[config.mk]
export PLATFORM = sky130hd
export DESIGN_NAME = key_sched_ctrl
export DESIGN_NICKNAME = d
export VERILOG_FILES = /design/src/rtl/key_sched_ctrl.sv
export SDC_FILE = /design/constraint.sdc
export NUM_CORES = 1
export LEC_CHECK = 0
export CAP_MARGIN = 20
export CORE_MARGIN = 3
export CORE_UTILIZATION = 52
export DETAILED_ROUTE_END_ITERATION = 8
export PLACE_DENSITY = 0.77
export SLEW_MARGIN = 25
export SYNTH_ARGS = -nofsm -noshare
export SYNTH_HDL_FRONTEND = slang
export SYNTH_SLANG_ARGS = --single-unit
[constraint.sdc]
create_clock -name clk -period 4.41 [get_ports clk]
set_clock_uncertainty 0.2 [all_clocks]
set_input_delay 0.882 -clock clk [delete_from_list [all_inputs] [get_ports clk]]
set_output_delay 0.882 -clock clk [all_outputs]
set_load 0.005 [all_outputs]
[src/rtl/key_sched_ctrl.sv]
// -----------------------------------------------------------------------------
// key_sched_ctrl
//   Key-schedule controller for the USB encryptor cipher path.
//   Holds a KEY_WORDS-word key written by the host side, then, for every data
//   block, streams KEY_WORDS x ROUNDS round-key words to the cipher core over a
//   valid/ready handshake. Each round-key word is the stored key word rotated
//   left by (round mod WORD_W).
//
// Ports
//   clk         in   1       rising-edge clock
//   rst         in   1       asynchronous active-high reset
//   key_clear   in   1       synchronous zeroize (beats everything but rst)
//   key_wr      in   1       key word write strobe
//   key_wdata   in   WORD_W  key word, written at the internal write pointer
//   key_wready  out  1       key writes accepted (EMPTY, LOAD, READY)
//   key_valid   out  1       complete key held (READY, RUN, DONE)
//   blk_start   in   1       start one block's key stream (READY only)
//   blk_busy    out  1       block in progress (RUN, DONE)
//   blk_done    out  1       one-cycle block completion pulse
//   rk_valid    out  1       round-key word valid (RUN only)
//   rk_ready    in   1       cipher core accepts the current word
//   rk_data     out  WORD_W  round-key word
//   rk_word     out  IDX_W   current key-word index
//   rk_round    out  RND_W   current round
// -----------------------------------------------------------------------------
module key_sched_ctrl #(
   parameter int WORD_W    = 32,
   parameter int KEY_WORDS = 4,
   parameter int ROUNDS    = 10,
   parameter int IDX_W     = $clog2(KEY_WORDS),
   parameter int RND_W     = (ROUNDS > 1) ? $clog2(ROUNDS) : 1
) (
   input  logic              clk,
   input  logic              rst,
   input  logic              key_clear,
   input  logic              key_wr,
   input  logic [WORD_W-1:0] key_wdata,
   output logic              key_wready,
   output logic              key_valid,
   input  logic              blk_start,
   output logic              blk_busy,
   output logic              blk_done,
   output logic              rk_valid,
   input  logic              rk_ready,
   output logic [WORD_W-1:0] rk_data,
   output logic [IDX_W-1:0]  rk_word,
   output logic [RND_W-1:0]  rk_round
);

   typedef enum logic [2:0] {
      ST_EMPTY = 3'd0,
      ST_LOAD  = 3'd1,
      ST_READY = 3'd2,
      ST_RUN   = 3'd3,
      ST_DONE  = 3'd4
   } state_t;

   localparam logic [IDX_W-1:0] LAST_WORD = IDX_W'(KEY_WORDS - 1);
   localparam logic [RND_W-1:0] LAST_RND  = RND_W'(ROUNDS - 1);
   localparam logic [IDX_W-1:0] IDX_ONE   = IDX_W'(1);
   localparam logic [RND_W-1:0] RND_ONE   = RND_W'(1);

   // Rotate left by amt (0 <= amt < WORD_W): the upper half of the doubled
   // word shifted left is exactly the rotated word.
   function automatic logic [WORD_W-1:0] rotl(input logic [WORD_W-1:0] w,
                                              input int                amt);
      logic [2*WORD_W-1:0] dbl;
      dbl = {w, w} << amt;
      return dbl[2*WORD_W-1:WORD_W];
   endfunction

   state_t              state_q,  state_d;
   logic [WORD_W-1:0]   key_q [KEY_WORDS];
   logic [WORD_W-1:0]   key_d [KEY_WORDS];
   logic [IDX_W-1:0]    wr_ptr_q, wr_ptr_d;
   logic [IDX_W-1:0]    rk_word_q, rk_word_d;
   logic [RND_W-1:0]    rk_round_q, rk_round_d;

   logic                run_s;
   logic                hs_s;
   int                  rot_amt_s;

   assign run_s = (state_q == ST_RUN);
   assign hs_s  = run_s & rk_ready;

   // Next-state, key-store and counter sequencing.
   always_comb begin
      state_d    = state_q;
      wr_ptr_d   = wr_ptr_q;
      rk_word_d  = rk_word_q;
      rk_round_d = rk_round_q;
      for (int i = 0; i < KEY_WORDS; i++) begin
         key_d[i] = key_q[i];
      end

      if (key_clear) begin
         // Zeroize: identical to the reset image; an aborted block never
         // reaches DONE, so no blk_done is produced.
         state_d    = ST_EMPTY;
         wr_ptr_d   = '0;
         rk_word_d  = '0;
         rk_round_d = '0;
         for (int i = 0; i < KEY_WORDS; i++) begin
            key_d[i] = '0;
         end
      end else begin
         case (state_q)
            ST_EMPTY: begin
               if (key_wr) begin
                  key_d[0] = key_wdata;
                  wr_ptr_d = IDX_ONE;
                  state_d  = ST_LOAD;
               end else begin
                  state_d  = ST_EMPTY;
               end
            end

            ST_LOAD: begin
               if (key_wr) begin
                  key_d[wr_ptr_q] = key_wdata;
                  if (wr_ptr_q == LAST_WORD) begin
                     wr_ptr_d = '0;
                     state_d  = ST_READY;
                  end else begin
                     wr_ptr_d = wr_ptr_q + IDX_ONE;
                  end
               end else begin
                  state_d = ST_LOAD;
               end
            end

            ST_READY: begin
               // A key write wins over blk_start; the start is dropped,
               // not queued, and the key becomes invalid until reloaded.
               if (key_wr) begin
                  key_d[0] = key_wdata;
                  wr_ptr_d = IDX_ONE;
                  state_d  = ST_LOAD;
               end else if (blk_start) begin
                  rk_word_d  = '0;
                  rk_round_d = '0;
                  state_d    = ST_RUN;
               end else begin
                  state_d = ST_READY;
               end
            end

            ST_RUN: begin
               // Counters only move on a handshake, so a stalled word and
               // its index/round stay stable.
               if (hs_s) begin
                  if (rk_word_q == LAST_WORD) begin
                     rk_word_d = '0;
                     if (rk_round_q == LAST_RND) begin
                        rk_round_d = '0;
                        state_d    = ST_DONE;
                     end else begin
                        rk_round_d = rk_round_q + RND_ONE;
                     end
                  end else begin
                     rk_word_d = rk_word_q + IDX_ONE;
                  end
               end else begin
                  state_d = ST_RUN;
               end
            end

            ST_DONE: begin
               rk_word_d  = '0;
               rk_round_d = '0;
               state_d    = ST_READY;
            end

            default: begin
               state_d    = ST_EMPTY;
               wr_ptr_d   = '0;
               rk_word_d  = '0;
               rk_round_d = '0;
            end
         endcase
      end
   end

   // State, key store and counters; asynchronous reset to the empty image.
   always_ff @(posedge clk or posedge rst) begin
      if (rst) begin
         state_q    <= ST_EMPTY;
         wr_ptr_q   <= '0;
         rk_word_q  <= '0;
         rk_round_q <= '0;
         for (int i = 0; i < KEY_WORDS; i++) begin
            key_q[i] <= '0;
         end
      end else begin
         state_q    <= state_d;
         wr_ptr_q   <= wr_ptr_d;
         rk_word_q  <= rk_word_d;
         rk_round_q <= rk_round_d;
         for (int i = 0; i < KEY_WORDS; i++) begin
            key_q[i] <= key_d[i];
         end
      end
   end

   // Status outputs decoded directly from the state register so that an
   // asynchronous reset is visible on them in the same cycle.
   always_comb begin
      key_wready = 1'b0;
      key_valid  = 1'b0;
      blk_busy   = 1'b0;
      blk_done   = 1'b0;
      rk_valid   = 1'b0;
      case (state_q)
         ST_EMPTY: begin
            key_wready = 1'b1;
         end
         ST_LOAD: begin
            key_wready = 1'b1;
         end
         ST_READY: begin
            key_wready = 1'b1;
            key_valid  = 1'b1;
         end
         ST_RUN: begin
            key_valid  = 1'b1;
            blk_busy   = 1'b1;
            rk_valid   = 1'b1;
         end
         ST_DONE: begin
            key_valid  = 1'b1;
            blk_busy   = 1'b1;
            blk_done   = 1'b1;
         end
         default: begin
            key_wready = 1'b0;
         end
      endcase
   end

   // Round-key word: selected key word rotated by the round number.
   always_comb begin
      rot_amt_s = int'(rk_round_q) % WORD_W;
      rk_data   = rotl(key_q[rk_word_q], rot_amt_s);
      rk_word   = rk_word_q;
      rk_round  = rk_round_q;
   end

endmodule
Word level (Yosys, flattened, before mapping)
Index checks and enable logic that the tools add are counted.
- add/subtract/negate cells: 3
- $lt $le $gt $ge: 3
- equal/unequal tests: 18
- shifts and indexed selects: 1
- multiplexer cells: 44
- bitwise logic cells: 3
- reduce and logical (&&, ||, !) cells: 16
- operators by type and width (kind ; count):
    128-bit 2-to-1 mux ; 2
    128-bit bitwise mux ; 1
    32-bit 2-to-1 mux ; 4
    96-bit 2-to-1 mux ; 1
    32-bit binary-select mux with 2-bit select ; 1
    32-bit demux with 2-bit select ; 1
    32-bit one-hot mux with 2 select lines ; 1
    64-bit by 4-bit << shifter with 64-bit output ; 1
    4-bit 2-to-1 mux ; 6
    2-bit 2-to-1 mux ; 10
    3-bit 2-to-1 mux ; 6
    3-bit one-hot mux with 5 select lines ; 1
    2-bit one-hot mux with 3 select lines ; 2
    4-bit one-hot mux with 3 select lines ; 1
    3-bit inequality test (second input constant) ; 3
    3-bit AND reduction ; 3
    4-bit by 3-bit inequality test with 1-bit output (second input constant) ; 2
    1-bit 2-to-1 mux ; 7
    3-bit by 2-bit == test with 1-bit output (second input constant) ; 2
    3-bit greater-or-equal comparator (second input constant) ; 2
    3-bit by 2-bit inequality test with 1-bit output (second input constant) ; 2
    2-bit inverter with 3-bit output ; 2
    2-bit OR reduction ; 3
    3-bit OR reduction ; 2
    18 further kinds ; 22
- register bits after elaboration: 139
- bits of input ports: 38
- output and inout port bits: 43
- word-level logic and storage cells: 96

Depth between registers and ports, before layout
Gate-level depths: netlist of run 1.
- depth in word-level cells: 9
- gate-level depth with buffers: 7
- depth with buffers taken out: 6

Worst setup path after synthesis of run 1
OpenSTA, ideal clock, no wires.
- path type: reg-to-output
- start: register rk_word_q[0], in the netlist rk_word[0]
- end: output rk_data[13]
- arrival: 2.184 ns
- required time: 3.328 ns
- slack: 1.144 ns
- cell stages (with the launch flop): 7
- path buffers: 3
- path through: dfrtp_1 > buf_6 > buf_12 > buf_2 > mux4_2 > mux4_2 > mux4_2
- longest elaborated chain between the ends: 5
- ends and longest elaborated chain (item ; line ; RTL):
    start, declared ; 76 ; logic [IDX_W-1:0] rk_word_q, rk_word_d;
    start signal, assigned ; 197 ; rk_word_q <= rk_word_d;
    2-bit inverter with 3-bit output (not written as such) ; 243 ; rk_data = rotl(key_q[rk_word_q], rot_amt_s);
    32-bit binary-select mux with 2-bit select ; 243 ;
    32-bit 2-to-1 mux (not written as such) (2 in series) ; 243 ;
    64-bit by 4-bit << shifter with 64-bit output ; 68 ; dbl = {w, w} << amt;
    end, declared ; 45 ; output logic [WORD_W-1:0] rk_data,
Every way passes these cells. The select of a mux whose other input is x is not followed.

Worst setup path in the final report of run 1
- start: register rk_word_q[1], in the netlist rk_word[1]
- end: output rk_data[8]
Same word-level chain as after synthesis.

==> results of run 1 <==
logic make-up (layout without fill, tap and decap cells):
kind of cell	Yosys count	after routing	share of synthesized area, %
simple gates	290	290	14.4
compound gates	154	154	10.2
flops	139	139	43.2
mux	125	125	26.7
buf+inv	80	148	4.46
fa+ha+maj	7	7	1.09
sequential cells by signal, indices dropped and copies added, names as in the netlist:
name      cells
wr_ptr_q      2
rk_word       2
rk_round      4
state_q       3
key_q       128
report_power, final:
group	switching, uW	internal, uW
combinational	271	216
sequential	35.6	1320
clock	602	797
area by class of cell:
type                       count  share of cell area (%)
multi-input combinational    576                    44.0
sequential                   139                    36.3
timing repair buffer         105                    10.8
clock inverter                15                    1.67
inverter                      11                   0.469
clock buffer                  17                    4.43
tap                          184                    2.40
metal layers:
metal	GRT usage [%]	vias up	routed length (um)
met3	6.46	34	1970
met1	36.6	3250	8690
met2	40.4	337	10100
met5	0	-	0
met4	7.86	0	401
li1	-	2920	-
how the worst max path moves through the flow:
stage / start / end / depth (start not counted) / slack (ps)
2_1_floorplan: rk_word[0] / rk_data[13] / 6 / 1140
3_3_place_gp: rk_word[0] / rk_data[9] / 6 / 470
3_5_place_dp: rk_word[0] / rk_data[8] / 6 / 420
4_1_cts: rk_word[0] / rk_data[8] / 6 / 60
5_1_grt: rk_word[1] / rk_data[17] / 7 / 9
6_report: rk_word[1] / rk_data[8] / 7 / 80
tightest hold or removal path: cells and delay by family, from the launching register on:
| kind | cells | cell delay, ps |
|---|---|---|
| AND/OR/NAND/NOR | 1 | 50 |
| AO/OA/AOI/OAI | 1 | 50 |
| flip-flops | 1 | 370 |
per-stage QoR:
step | utilization [%] | setup slack [ps]
after CTS | 64.4 | 55.6
after detailed placement | 60.4 | 422
after global placement | 60.4 | 473
after global routing | 64.6 | 8.71
after floorplan | - | 1140
final | 64.6 | 80.1
what timing repair did:
item,4_1_cts,5_1_grt
endpoints found under the setup margin,4,4
cloned,0,0
resized for setup,1,0
buffers inserted,0,3
cells in the mapped netlist (all sizes together) (2+ instances only):
| cell type | instances |
|---|---|
| and2 | 4 |
| a32o | 2 |
| nand2b | 2 |
| mux2i | 52 |
| nand2 | 262 |
| nor3 | 2 |
| nor2b | 3 |
| a21oi | 134 |
| inv | 11 |
| o32ai | 2 |
| buf | 14 |
| or3b | 2 |
| mux4 | 72 |
| clkbuf | 55 |
| dfrtp | 139 |
| o211ai | 3 |
| nand3 | 4 |
| nor2 | 4 |
| o21ai | 6 |
| ha | 7 |
==> Flow_metrics.wiki, run 1 <==
{| class="wikitable"
! Metric !! Value
|-
| Status || finished clean
|-
| CP Data Arrival Time || 3250 ps
|-
| Layout Cell Area excl Fill || 0.00960 mm2
|-
| Total via count in the routed design || 6541
|-
| Cell type contributing the most total cell area after synthesis || dfrtp_1
|-
| Commonest cells after routing, fill and taps aside || nand2_1 (262), dfrtp_1 (136), a21oi_1 (134)
|-
| Max incr delay on CP || 510 ps
|-
| Global routing usage summed across all routing layers || 25.9%
|-
| DRC violation total after the first TritonRoute iteration || 681
|-
| Area of the die || 0.0170 mm2
|-
| Share of cells above drive strength 1 || 16.1%
|-
| Wire length of the first global-routing pass || 34.0 mm
|-
| GPL Wtd Cong || 0.840
|-
| Max Fclk || 231 MHz
|-
| FF+latch count, synth || 139
|-
| Netlist Area Pre-Place || 0.00806 mm2
|-
| Post-synth cell types || 40
|-
| TritonCTS buffer count || 17
|-
| Capturing element type of the critical path || primary output
|-
| Category of cells accounting for the largest share of critical-path delay || multiplexers
|-
| Final hold viol count || 0
|-
| Synthesized instance count || 795
|-
| Post-route total power || 3240 uW
|-
| Residual overflow from global routing || 0
|-
| Endpoint, Worst Hold || key_q[43]
|-
| Critical path startpoint category || flip-flop
|-
| DP HPWL || 14.2 mm
|-
| Top FF cell, synth || dfrtp_1
|-
| Count of nets after finishing || 895
|-
| Count of final max-slew check failures || 0
|-
| CP cell instances || buf_12 > buf_4 > mux4_2 > mux2i_1 > mux2i_1 > mux4_2 > clkdlybuf4s50_1
|-
| Worst Hold Slack || 321 ps
|-
| Commonest non-fill, non-tap cell in the layout || nand2_1
|-
| Total negative slack || 0 ps
|-
| Worst-case reg-to-reg path depth || 6
|-
| Synthesized netlist net count || 840
|-
| Average footprint of a synthesized cell || 10.1 um2
|-
| Starting density of the core || 54.2%
|-
| Fraction of registers with async set or reset after synthesis || 100%
|-
| Area of combinational cells with multiple inputs || 0.00422 mm2
|-
| Cts hold-fix bufs || 0
|-
| Worst r2r src || state_q[2]
|-
| Die extent in y || 130 um
|-
| Minimum setup slack among reg-to-reg paths || 2080 ps
|-
| Min-delay worst type || reg -> reg
|-
| Pwr per Cell Area || 338 mW/mm2
|-
| Hold-critical path depth || 2
|-
| Detailed Routing Iterations Pass 1 || 5
|-
| Worst max-slew margin expressed relative to the limit || 39.4%
|-
| Storage cell area || 0.00348 mm2
|-
| Number of max-cap violations || 0
|-
| Critical R2R Capture || key_q[77]
|-
| Period utilization || 98.2%
|-
| Startpoint-to-endpoint class of the critical path || reg -> out
|-
| TritonCTS clock tree || yes
|-
| H-tree level count || 4
|-
| Ant diodes || 0
|-
| Source of the worst hold timing path || key_q[43]
|-
| Clock transition time at the flip-flop clock pins of the worst setup and hold paths || 60 ps
|-
| Num ports || 81
|-
| Number of fill cells in the layout || 1138
|-
| Dpl cells || 1012
|-
| Width of the die || 130 um
|-
| Antenna violations before repair || 0
|-
| Setup repair after global routing missed its margin || no
|-
| Tightest Pin Transition || 909 ps
|-
| Final Instance Count excl. Fillers || 1047
|-
| Synthesis-to-layout area growth || 19.2%
|-
| Average via count per standard cell || 6.25
|-
| Static leakage || 0.00382 uW
|-
| Worst Path Max Fanout || 20
|-
| Area share of the largest cell type after synthesis || 43.2%
|-
| Setup violations, final || 0
|-
| Count of flip-flops with a built-in enable after synthesis || 0
|-
| Max Root-Sink Buffers || 2
|-
| Routed length per instance || 20.2 um
|-
| DRC viols || 0
|-
| Clock latency on the worst-skew pair || 420 ps
|-
| Sequential share of the synthesized area || 43.2%
|-
| Placeable core area || 0.0149 mm2
|-
| Final Routed Wirelength || 21.1 mm
|-
| Number of global-route vias before repair || 6425
|-
| Critical-path cell with the highest stage delay || mux4_2
|-
| DRT antenna net count || 0
|-
| IR drop worst, VDD || 298 uV
|-
| Post-detailed-placement cell area || 0.00898 mm2
|-
| Buffer and inverter count on the worst path || 3
|-
| Total number of clock tree sinks || 139
|-
| Synthesis Warnings || 0
|-
| Pin count of the biggest net entering global routing || 78
|-
| Num rows || 44
|-
| Clock root cell || clkbuf_16
|-
| Critical Path RT || 3330 ps
|-
| Final period demand of the worst path || 4330 ps
|-
| Quantity of I/O buffers inserted on ports || 80
|-
| Top cells by area in the synthesized netlist || dfrtp_1 (43%), mux4_2 (20%), nand2_1 (12%)
|}
(Power assumes the default switching activity.)
==> inputs of run 2 (changes only) <==
- CORE_MARGIN: 3 -> not set
==> Flow_metrics.wiki, run 2 (same netlist as run 1, synthesis figures left out) <==
{| class="wikitable"
! Metric !! Value
|-
| CP Data Arrival Time || 3280 ps (+30 ps)
|-
| Period utilization || 98.8% (+0.62 points)
|-
| TritonCTS buffer count || 17 (unchanged)
|-
| Number of max-cap violations || 0 (unchanged)
|-
| DP HPWL || 13.6 mm (-4.0%)
|-
| Critical path startpoint category || flip-flop
|-
| Final Core Density || 64.1% (-0.56 points)
|-
| Max Root-Sink Buffers || 2 (unchanged)
|-
| Hold-critical path depth || 2 (unchanged)
|-
| Starting density of the core || 53.2% (-1.0 points)
|-
| Minimum setup slack among reg-to-reg paths || 1890 ps (-190 ps)
|-
| Final hold viol count || 0 (unchanged)
|-
| Ant diodes || 0 (unchanged)
|-
| Cts hold-fix bufs || 0 (unchanged)
|-
| Num ports || 81 (unchanged)
|-
| Average via count per standard cell || 6.33 (+1.3%)
|-
| DRT antenna net count || 0 (unchanged)
|-
| Count of final max-slew check failures || 0 (unchanged)
|-
| TritonCTS clock tree || yes
|-
| Clock latency on the worst-skew pair || 420 ps (about the same)
|-
| Count of nets after finishing || 893 (-0.22%)
|-
| Min-delay worst type || reg -> reg
|-
| Number of global-route vias before repair || 6387 (-0.59%)
|-
| Final period demand of the worst path || 4360 ps (+27.2 ps)
|-
| Share of cells above drive strength 1 || 16.1% (+0.037 points)
|-
| Final Routed Wirelength || 21.4 mm (+1.2%)
|-
| Total negative slack || 0 ps (unchanged)
|-
| Commonest cells after routing, fill and taps aside || nand2_1 (262), dfrtp_1 (136), a21oi_1 (134)
|-
| Wire length of the first global-routing pass || 34.4 mm (+1.2%)
|-
| Post-route total power || 3490 uW (+7.6%)
|-
| Clock transition time at the flip-flop clock pins of the worst setup and hold paths || 60 ps (about the same)
|-
| Dpl cells || 1013 (+0.099%)
|-
| Total number of clock tree sinks || 139 (unchanged)
|-
| Quantity of I/O buffers inserted on ports || 80 (unchanged)
|-
| Commonest non-fill, non-tap cell in the layout || nand2_1
|-
| Startpoint-to-endpoint class of the critical path || reg -> out
|-
| Pwr per Cell Area || 360 mW/mm2 (+6.5%)
|-
| Num rows || 45 (+2.3%)
|-
| Area of the die || 0.0160 mm2 (-6.0%)
|-
| Worst slack at placement || 489 ps (+67.4 ps)
|-
| H-tree level count || 4 (unchanged)
|-
| Worst-case reg-to-reg path depth || 5 (-1)
|-
| Width of the die || 126 um (-3.1%)
|-
| Status || finished clean
|-
| Capturing element type of the critical path || primary output
|-
| Tightest Pin Transition || 1060 ps (+150 ps)
|-
| Global routing usage summed across all routing layers || 28.1% (+2.2 points)
|-
| Number of fill cells in the layout || 1133 (-0.44%)
|-
| Routed length per instance || 20.4 um (+0.99%)
|-
| Antenna violations before repair || 0 (unchanged)
|-
| Detailed Routing Iterations Pass 1 || 6 (+1)
|-
| Worst max-slew margin expressed relative to the limit || 29.4% (-10 points)
|-
| Pin count of the biggest net entering global routing || 83 (+6.4%)
|-
| Clock root cell || clkbuf_16
|-
| Synthesis-to-layout area growth || 20.4%
|-
| Critical Path RT || 3330 ps (about the same)
|-
| Total via count in the routed design || 6640 (+1.5%)
|-
| Residual overflow from global routing || 0 (unchanged)
|-
| Max Fclk || 230 MHz (-0.62%)
|-
| Final Instance Count excl. Fillers || 1049 (+0.19%)
|-
| Register with the most flip-flops || key_q
|-
| IR drop worst, VDD || 287 uV (-3.7%)
|-
| Placeable core area || 0.0151 mm2 (+1.9%)
|-
| DRC violation total after the first TritonRoute iteration || 752 (+10%)
|-
| Static leakage || 0.00386 uW (+0.98%)
|-
| Number of flip-flops under the largest register name || 128 (unchanged)
|-
| GPL Wtd Cong || 0.919 (+9.4%)
|-
| Worst Path Max Fanout || 19 (-5.0%)
|-
| DRC viols || 0 (unchanged)
|-
| Die extent in y || 126 um (-3.1%)
|-
| Final setup margin || 52.9 ps (-27.2 ps)
|-
| Setup violations, final || 0 (unchanged)
|-
| Setup repair after global routing missed its margin || no
|}
==> run 2: cell types whose count changed in the layout (fill, tap and decap cells not counted), moves of 2 or more <==
cell and change:
bufinv_16 +5, inv_6 -5, clkbuf_8 +3, mux2i_1 -3, mux2i_2 +3, buf_4 -2
clkinv_2 +2, clkinvlp_4 -2, inv_8 -2
==> run 2: repair_timing <==
action	in CTS	in global routing
setup buffers	0	4
resized for setup	0	3
setup endpoints to repair	0	23
==> run 2: per-layer routing <==
layer	track usage [%]	vias up	share of wire [%]
met3	5.53	49	8.1
met5	0	-	0
met2	45.7	367	49
met4	9.21	0	2.3
met1	38.4	3314	41
li1	-	2910	-
==> run 2: cell type report <==
| class | instances | area, um2 | area share, % |
|---|---|---|---|
| inverter | 11 | 45.0 | 0.464 |
| clock inverter | 11 | 214 | 2.21 |
| clock buffer | 21 | 470 | 4.85 |
| sequential | 139 | 3480 | 35.9 |
| multi-input combinational | 576 | 4230 | 43.6 |
| tap | 188 | 235 | 2.42 |
| timing repair buffer | 103 | 1020 | 10.5 |
==> run 2: metrics by stage <==
step	instance area, um2	hold WS, ps
detailed placement	8980	311
global route	9700	334
CTS	9660	319
finish	9700	316
floorplan	8060	297
global placement	8980	305
==> run 2: path summary, 6_finish.rpt <==
path | start | end
max | rk_word[0] | rk_data[24]
min | key_q[35] | key_q[35]
max reg2reg | state_q[2] | key_q[1]
min reg2reg | key_q[35] | key_q[35]
max in group asynchronous | rst | key_q[77]
min in group asynchronous | rst | key_q[123]
==> run 2: worst max-delay path, stage by stage (launching register included) <==
cell and delay [ps]:
dfrtp_2 470, buf_12 220, buf_4 210, mux4_2 400
mux2i_1 330, mux2i_1 220, mux4_2 520, clkdlybuf4s50_1 460
==> run 2: report_power, final <==
part           internal [uW]  total [uW]  switching [uW]
combinational            214         489             275
sequential              1320        1360            34.4
clock                   1100        1640             538
